===== src/rtl/stopwatch_ctrl.sv =====
// Stopwatch run-control FSM with 10 ms prescaler and BCD mm:ss.cc timebase.
// Drives live time, a lap-freezable display value, and a sticky overflow flag.
module stopwatch_ctrl #(
   parameter int unsigned TICK_DIV = 1_000_000
) (
   input  logic        clk,
   input  logic        rst,
   input  logic        start_stop,
   input  logic        lap_clear,
   output logic [23:0] time_bcd,
   output logic [23:0] disp_bcd,
   output logic [1:0]  state,
   output logic        running,
   output logic        tick,
   output logic        overflow
);

   localparam int unsigned PW      = $clog2(TICK_DIV);
   localparam int unsigned NDIG    = 6;
   localparam logic [PW-1:0] PMAX  = PW'(TICK_DIV - 1);
   // Per-digit rollover limits, digit 0 = centisecond ones.
   localparam logic [NDIG-1:0][3:0] DIGIT_MAX = {4'd9, 4'd9, 4'd5, 4'd9, 4'd9, 4'd9};

   typedef enum logic [1:0] {
      S_IDLE  = 2'd0,
      S_RUN   = 2'd1,
      S_LAP   = 2'd2,
      S_PAUSE = 2'd3
   } state_e;

   state_e        state_q, state_d;
   logic [PW-1:0] pcnt_q, pcnt_d;
   logic [23:0]   time_q, time_d;
   logic [23:0]   lap_q, lap_d;
   logic [23:0]   disp_q, disp_d;
   logic          ovf_q, ovf_d;
   logic          tick_q, tick_d;
   logic          run_q, run_d;

   logic [23:0]   inc_val;
   logic          inc_wrap;
   logic          counting;

   // Ripple BCD increment of the live time; inc_wrap flags 99:59.99 rollover.
   always_comb begin : bcd_inc
      logic [NDIG-1:0][3:0] dig;
      logic                 carry;
      dig   = time_q;
      carry = 1'b1;
      for (int i = 0; i < int'(NDIG); i++) begin
         if (carry) begin
            if (dig[3'(i)] == DIGIT_MAX[3'(i)]) begin
               dig[3'(i)] = 4'd0;
            end else begin
               dig[3'(i)] = dig[3'(i)] + 4'd1;
               carry      = 1'b0;
            end
         end
      end
      inc_val  = dig;
      inc_wrap = carry;
   end

   assign counting = (state_q == S_RUN) || (state_q == S_LAP);

   // Next-state: prescaler, timebase, and run-control transitions.
   always_comb begin : next_state
      state_d = state_q;
      pcnt_d  = pcnt_q;
      time_d  = time_q;
      lap_d   = lap_q;
      ovf_d   = ovf_q;
      tick_d  = 1'b0;

      if (counting) begin
         if (pcnt_q == PMAX) begin
            pcnt_d = '0;
            time_d = inc_val;
            tick_d = 1'b1;
            if (inc_wrap) begin
               ovf_d = 1'b1;
            end
         end else begin
            pcnt_d = pcnt_q + PW'(1);
         end
      end

      // start_stop has priority; a simultaneous lap_clear is dropped.
      case (state_q)
         S_IDLE: begin
            if (start_stop) begin
               state_d = S_RUN;
            end
         end
         S_RUN: begin
            if (start_stop) begin
               state_d = S_PAUSE;
            end else if (lap_clear) begin
               state_d = S_LAP;
               lap_d   = time_d;
            end
         end
         S_LAP: begin
            if (start_stop) begin
               state_d = S_PAUSE;
            end else if (lap_clear) begin
               state_d = S_RUN;
            end
         end
         S_PAUSE: begin
            if (start_stop) begin
               state_d = S_RUN;
            end else if (lap_clear) begin
               state_d = S_IDLE;
               time_d  = '0;
               pcnt_d  = '0;
               lap_d   = '0;
               ovf_d   = 1'b0;
            end
         end
         default: begin
            state_d = S_IDLE;
         end
      endcase

      run_d  = (state_d == S_RUN) || (state_d == S_LAP);
      disp_d = (state_d == S_LAP) ? lap_d : time_d;
   end

   always_ff @(posedge clk) begin
      if (rst) begin
         state_q <= S_IDLE;
         pcnt_q  <= '0;
         time_q  <= '0;
         lap_q   <= '0;
         disp_q  <= '0;
         ovf_q   <= 1'b0;
         tick_q  <= 1'b0;
         run_q   <= 1'b0;
      end else begin
         state_q <= state_d;
         pcnt_q  <= pcnt_d;
         time_q  <= time_d;
         lap_q   <= lap_d;
         disp_q  <= disp_d;
         ovf_q   <= ovf_d;
         tick_q  <= tick_d;
         run_q   <= run_d;
      end
   end

   assign time_bcd = time_q;
   assign disp_bcd = disp_q;
   assign state    = state_q;
   assign running  = run_q;
   assign tick     = tick_q;
   assign overflow = ovf_q;

endmodule


===== config.mk =====
export PLATFORM = sky130hd
export DESIGN_NAME = stopwatch_ctrl
export DESIGN_NICKNAME = d
export VERILOG_FILES = /design/src/rtl/stopwatch_ctrl.sv
export SDC_FILE = /design/constraint.sdc
export NUM_CORES = 1
export LEC_CHECK = 0
export ABC_AREA = 1
export ABC_CLOCK_PERIOD_IN_PS = 3510
export CAP_MARGIN = 15
export CORE_AREA = 2 2 106 108
export DETAILED_ROUTE_END_ITERATION = 8
export DIE_AREA = 0 0 108 110
export MAX_ROUTING_LAYER = met4
export PLACE_DENSITY = 0.73
export SLEW_MARGIN = 20
export SYNTH_ARGS = -nofsm -noshare
export SYNTH_HDL_FRONTEND = slang
export SYNTH_SLANG_ARGS = --single-unit

===== constraint.sdc =====
create_clock -name clk -period 3.51 [get_ports clk]
set_input_delay 0.702 -clock clk [delete_from_list [all_inputs] [get_ports clk]]
set_output_delay 0.702 -clock clk [all_outputs]
set_load 0.02 [all_outputs]

### Word level (Yosys, flattened, before mapping)

Cells that the tools add are included.

| word-level totals | value |
|---|---|
| flip-flop bits (word level) | 97 |
| output and inout port bits | 53 |
| logic and storage cells | 70 |
| input port bits | 4 |

| cells by class | value |
|---|---|
| bitwise gates (word level) | 2 |
| muxes and demuxes | 40 |
| $add $sub $neg | 5 |
| equality and inequality tests | 10 |
| reduce and logical (&&, ||, !) cells | 5 |

Operators by type and width:

| operator | count |
|---|---|
| 2-to-1 mux 24 bit | 8 |
| 2-to-1 mux 20 bit | 5 |
| one-hot mux 24 bit (2 select lines) | 1 |
| 2-to-1 mux 16 bit | 2 |
| 2-to-1 mux 4 bit | 7 |
| adder 20 x 1 -> 20 bit (second input constant) | 1 |
| == test 20 bit (second input constant) | 1 |
| adder 4 x 1 -> 4 bit (second input constant) | 4 |
| 2-to-1 mux 2 bit | 7 |
| == test 4 bit (second input constant) | 3 |
| 2-to-1 mux 1 bit | 9 |
| one-hot mux 2 bit (4 select lines) | 1 |
| == test 2 bit (second input constant) | 3 |
| == test 2 x 1 -> 1 bit (second input constant) | 2 |
| == test 4 x 3 -> 1 bit (second input constant) | 1 |
| AND reduction 3 bit | 1 |
| logical NOT 2 bit | 1 |
| logical OR 1 bit | 2 |
| NOT 1 bit | 2 |
| OR reduction 2 bit | 1 |

### Logic depth before layout (Yosys ltp)

| depth | value |
|---|---|
| depth in word-level cells | 11 |
| gate-level depth with buffers | 17 |
| gate-level depth less buffers | 17 |

### Worst setup path after synthesis

OpenSTA, ideal clock, no wires.

| timing path | value |
|---|---|
| path type | input-to-reg |
| from | in start_stop |
| to | reg disp_q[0], in the netlist disp_bcd[0] |
| required time | 3.401 ns |
| arrival time | 2.473 ns |
| buffers on the path | 4 |
| setup time | 0.109 ns |
| cell stages on the path | 11 |
| slack | 0.928 ns |
| path through | buf_2 -> nor2_1 -> clkbuf_1 -> nor2_1 -> o32ai_1 -> ha_1 -> clkbuf_1 -> clkbuf_1 -> nand3_1 -> nand2_1 -> inv_1 |

| between the ends | value |
|---|---|
| longest elaborated chain between the ends | 4 |

Ends and longest elaborated chain:

| item | line | RTL |
|---|---|---|
| start, declared | 8 | `input logic start_stop,` |
| 2-to-1 mux 2 bit, on equally long branches | -- |  |
| one-hot mux 2 bit (4 select lines) | 89 | `case (state_q)` |
| == test 2 bit | 127 | `disp_d = (state_d == S_LAP) ? lap_d : time_d;` |
| 2-to-1 mux 24 bit (*) | 127 |  |
| end signal, assigned | 145 | `disp_q <= disp_d;` |
| end, declared | 35 | `logic [23:0] disp_q, disp_d;` |

Mark *: on every way between the ends. The rest lies on a longest branch, timed or not.
A chain may end at the register's enable or synchronous reset.

### Worst setup path in the final report

| timing path | value |
|---|---|
| from | in start_stop |
| to | reg pcnt_q[12] |

| between the ends | value |
|---|---|
| longest elaborated chain between the ends | 2 |

Ends and longest elaborated chain:

| item | line | RTL |
|---|---|---|
| 2-to-1 mux 20 bit | 111 | `if (start_stop) begin` |
| 2-to-1 mux 20 bit | 89 |  |
| end signal, assigned | 142 | `pcnt_q <= pcnt_d;` |
| end, declared | 32 | `logic [PW-1:0] pcnt_q, pcnt_d;` |

No other way between the ends.

==> flow_metrics.py <==
metrics = {
    "status": {
        "outcome": "complete, no violations",
    },
    "cts": {
        "post-cts-setup-buffers": 0,
        "numCtsBuffers": 9,
        "cts_sinks": 96,
        "cts_tree": "yes",
        "cts_resized": 0,
        "clkTransAtPathRegs_ns": 0.09,
        "h-tree-depth": 3,
        "clock_latency_ns": 0.38,
        "clockBufferDepth": 2,
        "cts-hold-fix-buffers": 0,
        "clock-root-buffer": "clkbuf_8",
    },
    "place": {
        "post-place-ws_ns": 0.489,
        "dp.cells": 868,
        "place_hpwl_um": 8340,
        "numPortBuffers": 55,
        "gp_congestion": 0.940,
    },
    "timing": {
        "fin_crit_ns": 2.65,
        "setup_viol": 0,
        "rsz0062_at_grt": "no",
        "slew_headroom": 0.659,
        "finalHoldViolCount": 0,
        "max_freq_mhz": 377,
        "slew_violations": 0,
        "tightest_slew_ns": 0.510,
        "period_share": 0.756,
        "setup-tns-final_ns": 0,
        "fin_worst_skew_ns": 0.00850,
        "fin_ws_ns": 0.856,
    },
    "global_route": {
        "met3_usage": 0.0494,
        "top_usage_layer": "met2",
        "grt_usage": 0.218,
        "overflow": 0,
        "grt_pass1_vias": 4324,
        "grt_max_degree": 43,
        "met1_usage": 0.271,
        "grt_pass1_wl_um": 19900,
        "antenna_found_initial": 0,
        "use_met2": 0.358,
    },
    "setup_path": {
        "endpoint_kind": "register",
        "worst_ep_arrival_time_ns": 2.98,
        "reg2reg_slack_ns": 0.90,
        "critical_path_class": "primary input to register",
        "critPathLaunchType": "primary input",
        "cp.required_ns": 3.84,
        "cp_max_fo": 18,
        "r2r_cells": 13,
    },
    "logic_synthesis": {
        "yosysWarnings": 0,
        "yosysUniqueCellTypes": 45,
        "synth_ff_type": "dfxtp_1",
        "synthCells": 693,
        "synth-edff-count": 0,
        "synthArstFlopShare": 0,
        "ys_ff_latch": 96,
        "syn_nets": 707,
        "syn_area_sq_um": 4730,
        "avgSynthCellArea_sq_um": 6.83,
        "ys_seq_area_frac": 0.406,
    },
    "worst_hold_path": {
        "hold_depth": 2,
        "worst_hold_path_type": "register to register",
    },
    "detailed_routing": {
        "drt_drc_violations_left": 0,
        "drt_first_iter_violations": 441,
        "finalWirelength_um": 12100,
        "antenna_left": 0,
        "vias_per_cell": 5.18,
        "dr.pass1.iters": 6,
        "routed-via-count": 4575,
        "routedWlPerCell_um": 13.7,
    },
    "power_and_ir_drop": {
        "p_per_area_nw_per_um2": 420,
        "p_leak_nw": 2.38,
        "peakVddDrop_mv": 0.291,
        "total_power_mw": 2.37,
    },
    "cells_and_area": {
        "layout_commonest_cell": "nand2_1",
        "fillers": 1027,
        "final_cell_mix": "nand2_1 (149), nor2_1 (98), dfxtp_1 (96), inv_1 (83), nand3_1 (58)",
        "final-instance-count-excl-fill": 884,
        "areaGrowthSynthToFinish_pct": 19.0,
        "nets": 753,
        "layout-drive-gt1-share": 0.0766,
        "antenna_cells": 0,
    },
    "floorplan": {
        "fp-row-count": 38,
        "fp.dieH_um": 110,
        "ios": 57,
        "start_util": 0.443,
        "die_w_um": 108,
        "core_sq_um": 10700,
        "dieArea_sq_um": 11900,
    },
    "job": {
        "cap_violations": 0,
    },
}
==> Yosys cell counts, drive strengths merged (2+ instances only) <==
cell / count / share of area
a32oi: 8 / 0.015
nor3: 11 / 0.013
a21oi: 44 / 0.047
nand2: 154 / 0.12
o21ai: 43 / 0.046
nor2: 108 / 0.098
dfxtp: 96 / 0.41
nor4: 3 / 0.0053
buf: 8 / 0.0090
nand4: 9 / 0.012
clkinv: 3 / 0.0024
o211ai: 3 / 0.0048
inv: 90 / 0.071
or2: 5 / 0.0066
nand3: 60 / 0.067
xor2: 3 / 0.0056
ha: 10 / 0.026
o21bai: 2 / 0.0040
nor3b: 2 / 0.0042
clkbuf: 21 / 0.017
==> final timing paths <==
| kind | from | end |
|---|---|---|
| min | pcnt_q[18]$_SDFF_PP0_ | pcnt_q[18]$_SDFF_PP0_ |
| max reg2reg | state[1]$_SDFF_PP0_ | disp_bcd[8]$_SDFF_PP0_ |
| max | start_stop | pcnt_q[12]$_SDFF_PP0_ |
| min reg2reg | pcnt_q[18]$_SDFF_PP0_ | pcnt_q[18]$_SDFF_PP0_ |
==> logic make-up (layout without fill, tap and decap cells) <==
kind of cell	Yosys count	in the layout	share of synthesized area
buffers and inverters	122	173	0.0994
other	1	1	0.000792
adder cells (fa/ha/maj)	10	10	0.0264
XOR/XNOR	4	4	0.00740
AO/OA/AOI/OAI	107	107	0.128
AND/OR/NAND/NOR	353	353	0.332
flip-flops	96	96	0.406
==> sequential cells by signal (all words and copies together), names as in the netlist <==
name	flops
state	2
running	1
disp_bcd	24
lap_q	24
pcnt_q	20
time_bcd	24
tick	1
==> layout make-up <==
| cell class | count | area, sq um | area share |
|---|---|---|---|
| multi-input cells | 475 | 2340 | 0.416 |
| flip-flops and latches | 96 | 1920 | 0.341 |
| clock inverters | 5 | 86.3 | 0.0153 |
| well taps | 140 | 175 | 0.0311 |
| clock buffers | 11 | 141 | 0.0251 |
| inverters | 93 | 349 | 0.0620 |
| repair buffers | 64 | 618 | 0.110 |
==> critical path, cell delays in order <==
cell and delay [ns]:
clkdlybuf4s50_1 0.61, nor2_1 0.10, buf_4 0.18, nand2_2 0.30, nand2_2 0.09, inv_1 0.24
nand2_1 0.38, nor2_1 0.19, o221ai_1 0.13, inv_1 0.07
==> layer usage <==
layer	vias to the layer above	wire, um	part of all wire
li1	2315	-	-
met1	2083	5310	0.44
met5	-	0	0
met4	0	130	0.011
met3	14	897	0.074
met2	163	5730	0.47
==> stage by stage <==
step	util	area (sq um)	hold WS, ns
finish	0.527	5630	0.455
global route	0.527	5630	0.461
CTS	0.527	5630	0.453
detailed placement	0.505	5410	0.441
global placement	0.505	5410	0.434
floorplan	-	4730	0.422
==> report_power, final <==
part           internal (mW)  total (mW)  switching, mW  leakage, nW
registers               1.13        1.16         0.0297        0.777
logic                  0.135       0.374          0.239         1.49
clock network          0.429       0.829          0.400        0.115
total                   1.70        2.37          0.668         2.38
(Power assumes the default switching activity.)
